File: src/rtl/control_fsm.sv
// Multi-cycle instruction control FSM: sequences IF/ID/EX/MEM/WB, decodes the
// RV32 subset into datapath controls and counts retired instructions.
module control_fsm #(
  parameter int CNT_WIDTH = 32
) (
  input  logic                 clk,
  input  logic                 rst,
  input  logic [31:0]          instr,
  input  logic                 Zero,
  input  logic                 mem_ready,
  output logic                 PCSrc,
  output logic                 ALUSrc,
  output logic                 RegWrite,
  output logic                 MemToReg,
  output logic                 loadPC,
  output logic [3:0]           ALUCtrl,
  output logic                 MemRead,
  output logic                 MemWrite,
  output logic [2:0]           state,
  output logic [CNT_WIDTH-1:0] retired
);

  typedef enum logic [2:0] {
    S_IF  = 3'd0,
    S_ID  = 3'd1,
    S_EX  = 3'd2,
    S_MEM = 3'd3,
    S_WB  = 3'd4
  } state_t;

  localparam logic [6:0] OP_R   = 7'b0110011;
  localparam logic [6:0] OP_I   = 7'b0010011;
  localparam logic [6:0] OP_LW  = 7'b0000011;
  localparam logic [6:0] OP_SW  = 7'b0100011;
  localparam logic [6:0] OP_BEQ = 7'b1100011;

  localparam logic [3:0] ALU_AND = 4'b0000;
  localparam logic [3:0] ALU_OR  = 4'b0001;
  localparam logic [3:0] ALU_ADD = 4'b0010;
  localparam logic [3:0] ALU_SUB = 4'b0110;
  localparam logic [3:0] ALU_SLT = 4'b0111;
  localparam logic [3:0] ALU_SRL = 4'b1000;
  localparam logic [3:0] ALU_SLL = 4'b1001;
  localparam logic [3:0] ALU_SRA = 4'b1010;
  localparam logic [3:0] ALU_XOR = 4'b1101;

  state_t     cur;
  logic [6:0] opcode;
  logic [2:0] funct3;
  logic       f7b5;
  logic       is_r, is_i, is_lw, is_sw, is_beq;
  logic       unused_instr_bits;

  assign opcode = instr[6:0];
  assign funct3 = instr[14:12];
  assign f7b5   = instr[30];
  assign unused_instr_bits = ^{instr[31], instr[29:15], instr[11:7]};

  assign is_r   = (opcode == OP_R);
  assign is_i   = (opcode == OP_I);
  assign is_lw  = (opcode == OP_LW);
  assign is_sw  = (opcode == OP_SW);
  assign is_beq = (opcode == OP_BEQ);

  always_ff @(posedge clk or posedge rst) begin
    if (rst) begin
      cur     <= S_IF;
      retired <= '0;
    end else begin
      case (cur)
        S_IF:  cur <= S_ID;
        S_ID:  cur <= S_EX;
        S_EX:  cur <= S_MEM;
        // Only memory ops wait on mem_ready; everything else passes through MEM.
        S_MEM: if (!((is_lw || is_sw) && !mem_ready)) cur <= S_WB;
        S_WB: begin
          cur     <= S_IF;
          retired <= retired + CNT_WIDTH'(1);
        end
        default: cur <= S_IF;
      endcase
    end
  end

  assign state = cur;

  always_comb begin
    ALUCtrl = ALU_ADD;
    if (is_r || is_i) begin
      case (funct3)
        3'b000:  ALUCtrl = (is_r && f7b5) ? ALU_SUB : ALU_ADD;
        3'b001:  ALUCtrl = ALU_SLL;
        3'b010:  ALUCtrl = ALU_SLT;
        3'b100:  ALUCtrl = ALU_XOR;
        3'b101:  ALUCtrl = f7b5 ? ALU_SRA : ALU_SRL;
        3'b110:  ALUCtrl = ALU_OR;
        3'b111:  ALUCtrl = ALU_AND;
        default: ALUCtrl = ALU_ADD;
      endcase
    end else if (is_beq) begin
      ALUCtrl = ALU_SUB;
    end
  end

  assign ALUSrc   = is_i || is_lw || is_sw;
  assign MemToReg = is_lw;
  assign MemRead  = (cur == S_MEM) && is_lw;
  assign MemWrite = (cur == S_MEM) && is_sw;
  assign RegWrite = (cur == S_WB) && (is_r || is_i || is_lw);
  assign loadPC   = (cur == S_WB);
  assign PCSrc    = (cur == S_WB) && is_beq && Zero;

endmodule

File: config.mk
export PLATFORM = sky130hd
export DESIGN_NAME = control_fsm
export DESIGN_NICKNAME = d
export VERILOG_FILES = /design/src/rtl/control_fsm.sv
export SDC_FILE = /design/constraint.sdc
export NUM_CORES = 1
export LEC_CHECK = 0
export CAP_MARGIN = 20
export CORE_MARGIN = 4
export CORE_UTILIZATION = 41
export DETAILED_ROUTE_END_ITERATION = 12
export PLACE_DENSITY = 0.9
export SYNTH_ARGS = -nofsm -noshare
export SYNTH_HDL_FRONTEND = slang
export SYNTH_SLANG_ARGS = --single-unit
File: constraint.sdc
create_clock -name clk -period 2.59 [get_ports clk]
set_input_delay 0.3885 -clock clk [delete_from_list [all_inputs] [get_ports clk]]
set_output_delay 0.3885 -clock clk [all_outputs]
set_load 0.005 [all_outputs]
# Yosys cells after proc, flatten, opt, wreduce, memory -nomap -nowiden
# Cells that the tools add are included.
# W data, S select, Z words.
dict set report totals {
  reg_bits 35
  word_cells 41
}
dict set report op_classes {
  n_addsub 1
  eq_ne 16
  mux 7
  n_reduce_logical 15
}
# op n
set ops {}
lappend ops {{$add A32 B1 Y32 const B} 1}
lappend ops {{$pmux W4 S7} 1}
lappend ops {{$eq A3 B3 Y1 const B} 5}
lappend ops {{$eq A7 B6 Y1 const B} 2}
lappend ops {{$pmux W3 S4} 1}
lappend ops {{$eq A3 B2 Y1 const B} 3}
lappend ops {{$mux W3} 3}
lappend ops {{$eq A7 B2 Y1 const B} 1}
lappend ops {{$eq A7 B5 Y1 const B} 1}
lappend ops {{$eq A7 B7 Y1 const B} 1}
lappend ops {{$logic_and A1 B1 Y1} 7}
lappend ops {{$eq A3 B1 Y1 const B} 2}
lappend ops {{$logic_not A3 Y1} 2}
lappend ops {{$logic_or A1 B1 Y1} 5}
lappend ops {{$mux W4} 1}
lappend ops {{$mux W2} 1}
lappend ops {{$ne A2 B2 Y1 const B} 1}
lappend ops {{$logic_not A1 Y1} 1}

# Depth between registers and ports, before layout
dict set report logic_depth {
  ltp_word 5
  depth_mapped 6
  depth_no_buf 5
}

# Least setup slack after synthesis
# No wires, ideal clock.
dict set report synth_path {
  path_kind {register to register}
  start {register cur[2], in the netlist state[2]}
  end {register retired[31]}
  slack_ns 0.766
  arrival_time_ns 1.701
  period_less_slack_ns 1.824
  n_path_buf 2
  t_required_ns 2.467
  path_stages_with_launch 7
  cell_sequence {dfrtp_1 or3b_1 buf_2 nor4_4 buf_6 nand4_1 xnor2_1}
}
dict set report synth_via {
  elab_chain_len 1
}
# element line_no
set synth_lines {}
lappend synth_lines {{from (decl)} 47} ;# state_t cur;
lappend synth_lines {{from (signal assigned)} 67} ;# cur <= S_IF;
lappend synth_lines {{from (signal assigned)} 71} ;# S_IF: cur <= S_ID;
lappend synth_lines {{from (signal assigned)} 72} ;# S_ID: cur <= S_EX;
lappend synth_lines {{$eq A3 B3 Y1} 70} ;# case (cur)
lappend synth_lines {{to (signal assigned)} 78} ;# retired <= retired + CNT_WIDTH'(1);
lappend synth_lines {{to (decl)} 20} ;# output logic [CNT_WIDTH-1:0] retired
# Every way passes these cells.
# A chain may end at the register's enable or synchronous reset.

# Final worst setup path
dict set report layout_path {
  start {input instr[2]}
  end {output ALUCtrl[3]}
}
dict set report layout_via {
  elab_chain_len 3
  word_cells_on_any_way 4
}
# element line_no
set layout_lines {}
lappend layout_lines {{from (decl)} 8} ;# input logic [31:0] instr,
lappend layout_lines {{$eq A7 B6 Y1 / $eq A7 B5 Y1 (equally long branches)} {59, 60}}
lappend layout_lines {{$logic_or A1 B1 Y1 (*)} 89} ;# if (is_r || is_i) begin
lappend layout_lines {{$mux W4 (*)} 89}
lappend layout_lines {{to (decl)} 16} ;# output logic [3:0] ALUCtrl,
# Every way passes the cells marked *; elsewhere a longest branch is shown, timed or not.

==> flow_metrics.env <==
export IMPL_outcome="finished, final reports clean"
export IMPL_die_y_um=73.1
export IMPL_skew_ns=0.00257
export IMPL_antenna_found_initial=0
export IMPL_crit_top_cell="clkdlybuf4s50_1"
export IMPL_drc=0
export IMPL_crit_type="input pin to primary output"
export IMPL_arrival_ns=2.09
export IMPL_cpLargestDelayFamily="buffers and inverters"
export IMPL_grt_max_degree=36
export IMPL_place_congestion=0.747
export IMPL_synth_ff_type="dfrtp_1"
export IMPL_rr_endpoint="retired[10]"
export IMPL_start_util_pct=42.8
export IMPL_synth_common_cells="35 x dfrtp_1, 26 x xnor2_1, 19 x nand2_1"
export IMPL_crit_chain="clkdlybuf4s50_1, nand4bb_1, buf_4, nor2_1, nand2_1, nor3_1, clkdlybuf4s50_1"
export IMPL_first_pass_iters=4
export IMPL_hpwlAfterDp_um=3100
export IMPL_cp_num_buf_inv=3
export IMPL_fp_coreArea_sq_um=4060
export IMPL_synthCells=172
export IMPL_worst_hold_slack_ns=0.482
export IMPL_synth_area_leader_cell="dfrtp_1"
export IMPL_min_path_cells=1
export IMPL_timing_final_crit_period_ns=2.48
export IMPL_numPortBuffers=60
export IMPL_required_ns=2.20
export IMPL_drv_cap=0
export IMPL_area_growth_pct=47.6
export IMPL_startpoint_type="input pin"
export IMPL_ys_warn_count=0
export IMPL_ioPinCount=82
export IMPL_ir_drop_v=0.000379
export IMPL_worstHoldEndpoint="retired[31]"
export IMPL_slew_limit_headroom_pct=53.3
export IMPL_worstMarginPinSlew_ns=0.695
export IMPL_clk_latency_ns=0.29
export IMPL_netlist_area_sq_um=1740
export IMPL_drv_slew=0
export IMPL_dieArea_sq_um=5340
export IMPL_cts_buffers=5
export IMPL_instances_no_fill=296
export IMPL_num_rows=23
export IMPL_hold_buffers=0
export IMPL_regToRegSetupSlack_ns=0.64
export IMPL_dieWidth_um=73.1
export IMPL_hold_viol_final=0
export IMPL_yosysTopAreaCellShare_pct=50.4
export IMPL_crit_slowest_cell="clkdlybuf4s50_1"
export IMPL_crit_start="instr[2]"
export IMPL_hp_class="flip-flop to flip-flop"
export IMPL_reg2reg_depth=5
export IMPL_synthArstFlopShare_pct=100
export IMPL_route_detailed_wl_per_inst_um=14.0
export IMPL_cpPeakStageDelay_ns=0.53
export IMPL_routed_via_density=5.27
export IMPL_postRouteAntennaNets=0
export IMPL_synth_edf_count=0
export IMPL_min_period_over_period_pct=95.8
export IMPL_synth_area_leaders="dfrtp_1 50%, xnor2_1 13%, nand3_1 5.2%"
export IMPL_crit_path_end_kind="primary output"
export IMPL_final_setup_tns_ns=0
export IMPL_synth_nets=209
export IMPL_rsz0062_at_grt="no"
export IMPL_drive_gt1_share_pct=8.94
export IMPL_grt_first_pass_wirelength_um=6920
export IMPL_vias=1561
export IMPL_grt_pass1_vias=1585
export IMPL_critPathMaxFanout=5
export IMPL_insertedDiodeCount=0
export IMPL_worstHoldStart="retired[31]"
export IMPL_root_buffer="clkbuf_8"
export IMPL_path_clk_slew_ns=0.07
export IMPL_cts_setup_buffers=0
export IMPL_r2r_start="retired[0]"
export IMPL_dp_cells=288
export IMPL_post_synth_cell_area_avg_sq_um=10.1
export IMPL_ys_ff_latch=35
export IMPL_cts_num_sinks=35
export IMPL_ys_types=29
export IMPL_wirelength_um=4150
export IMPL_first_iter_violations=79
export IMPL_grt_usage_pct=16.8
export IMPL_setup_viol=0
export IMPL_cts_htree_levels=2
export IMPL_synth_most_common_cell="dfrtp_1"
export IMPL_power_leakage_nw=1.08
export IMPL_synth_seq_area_share_pct=50.4
export IMPL_nets=282
export IMPL_power_density_nw_per_um2=553
export IMPL_fmax_ghz=0.403
export IMPL_overflow=0
export IMPL_clock_path_buffers=2
export IMPL_cts_tree="yes"
[cell families (layout without fill, tap and decap cells)]
kind of cell	Yosys count	count (layout)	share of synthesized area, %
XOR/XNOR	32	32	16.1
AND/OR/NAND/NOR	90	90	28.5
adder cells (fa/ha/maj)	1	1	0.720
flip-flops	35	35	50.4
AO/OA/AOI/OAI	5	5	1.80
buffers and inverters	9	83	2.45
[metrics by stage]
| stage | power (W) | setup slack (ns) | instance area (sq um) | util [%] |
|---|---|---|---|---|
| after CTS | 0.00142 | 0.0115 | 2550 | 62.8 |
| after global routing | 0.00149 | 0.0101 | 2560 | 63.2 |
| final | 0.00142 | 0.109 | 2560 | 63.2 |
| after global placement | 0.000984 | 0.0359 | 2450 | 60.3 |
| after floorplan | 0.000802 | 0.766 | 1740 | - |
| after detailed placement | 0.000991 | -0.00273 | 2450 | 60.3 |
[how the worst max path moves through the flow]
stage	end	slack, ns	depth (start not counted)
3_5_place_dp	MemWrite	-0.003	5
6_report	ALUCtrl[3]	0.11	7
5_1_grt	ALUCtrl[3]	0.01	7
4_1_cts	MemWrite	0.01	5
3_3_place_gp	MemWrite	0.04	5
2_1_floorplan	retired[31]	0.77	6
[flip-flops by register name, indices dropped and copies added, names as in the netlist]
name and flops:
retired 32, state 3
[cell type report]
class                      count  area (sq um)
multi-input combinational    128           827
fill                         333          1500
inverter                       6          22.5
clock buffer                   8           100
tap                           50          62.6
sequential                    35           877
timing repair buffer          69           673
[layout by cell type (no fill, tap or decap), types with 2 or more instances in the layout]
cell type / synthesis / final
clkdlybuf4s50_1: 0 / 58
dfrtp_1: 35 / 34
xnor2_1: 26 / 26
nand2_1: 19 / 19
nand3_1: 18 / 18
nor2_1: 12 / 12
nand4_1: 10 / 10
buf_4: 0 / 9
nor3_1: 7 / 7
clkbuf_8: 0 / 7
nor4_1: 7 / 6
xor2_1: 6 / 6
inv_1: 5 / 5
and3_1: 4 / 4
a21oi_1: 3 / 3
nand4bb_1: 2 / 2
nor4_2: 1 / 2
and4_1: 2 / 2
and2_1: 2 / 2
dlymetal6s2s_1: 0 / 2
[report_power, final]
part | total [W] | leakage, nW | internal (W) | switching [W]
clock | 0.000432 | 0.0515 | 0.000242 | 0.000189
sequential | 0.000688 | 0.478 | 0.000604 | 0.0000834
combinational | 0.000298 | 0.556 | 0.000184 | 0.000114
[layer usage]
layer	part of all wire, %	track usage (%)	up-vias	wire length, um
li1	-	-	749	-
met3	8.5	7.30	4	353
met5	0	0	-	0
met1	40	17.9	757	1650
met4	1.0	6.56	0	42
met2	51	28.9	51	2100
[what timing repair did]
action / in CTS / in global routing
resized for setup: 0 / 5
hold endpoints to repair: 0 / 0
endpoints found under the setup margin: 0 / 4
No activity file was read; power rests on OpenSTA's default activity.
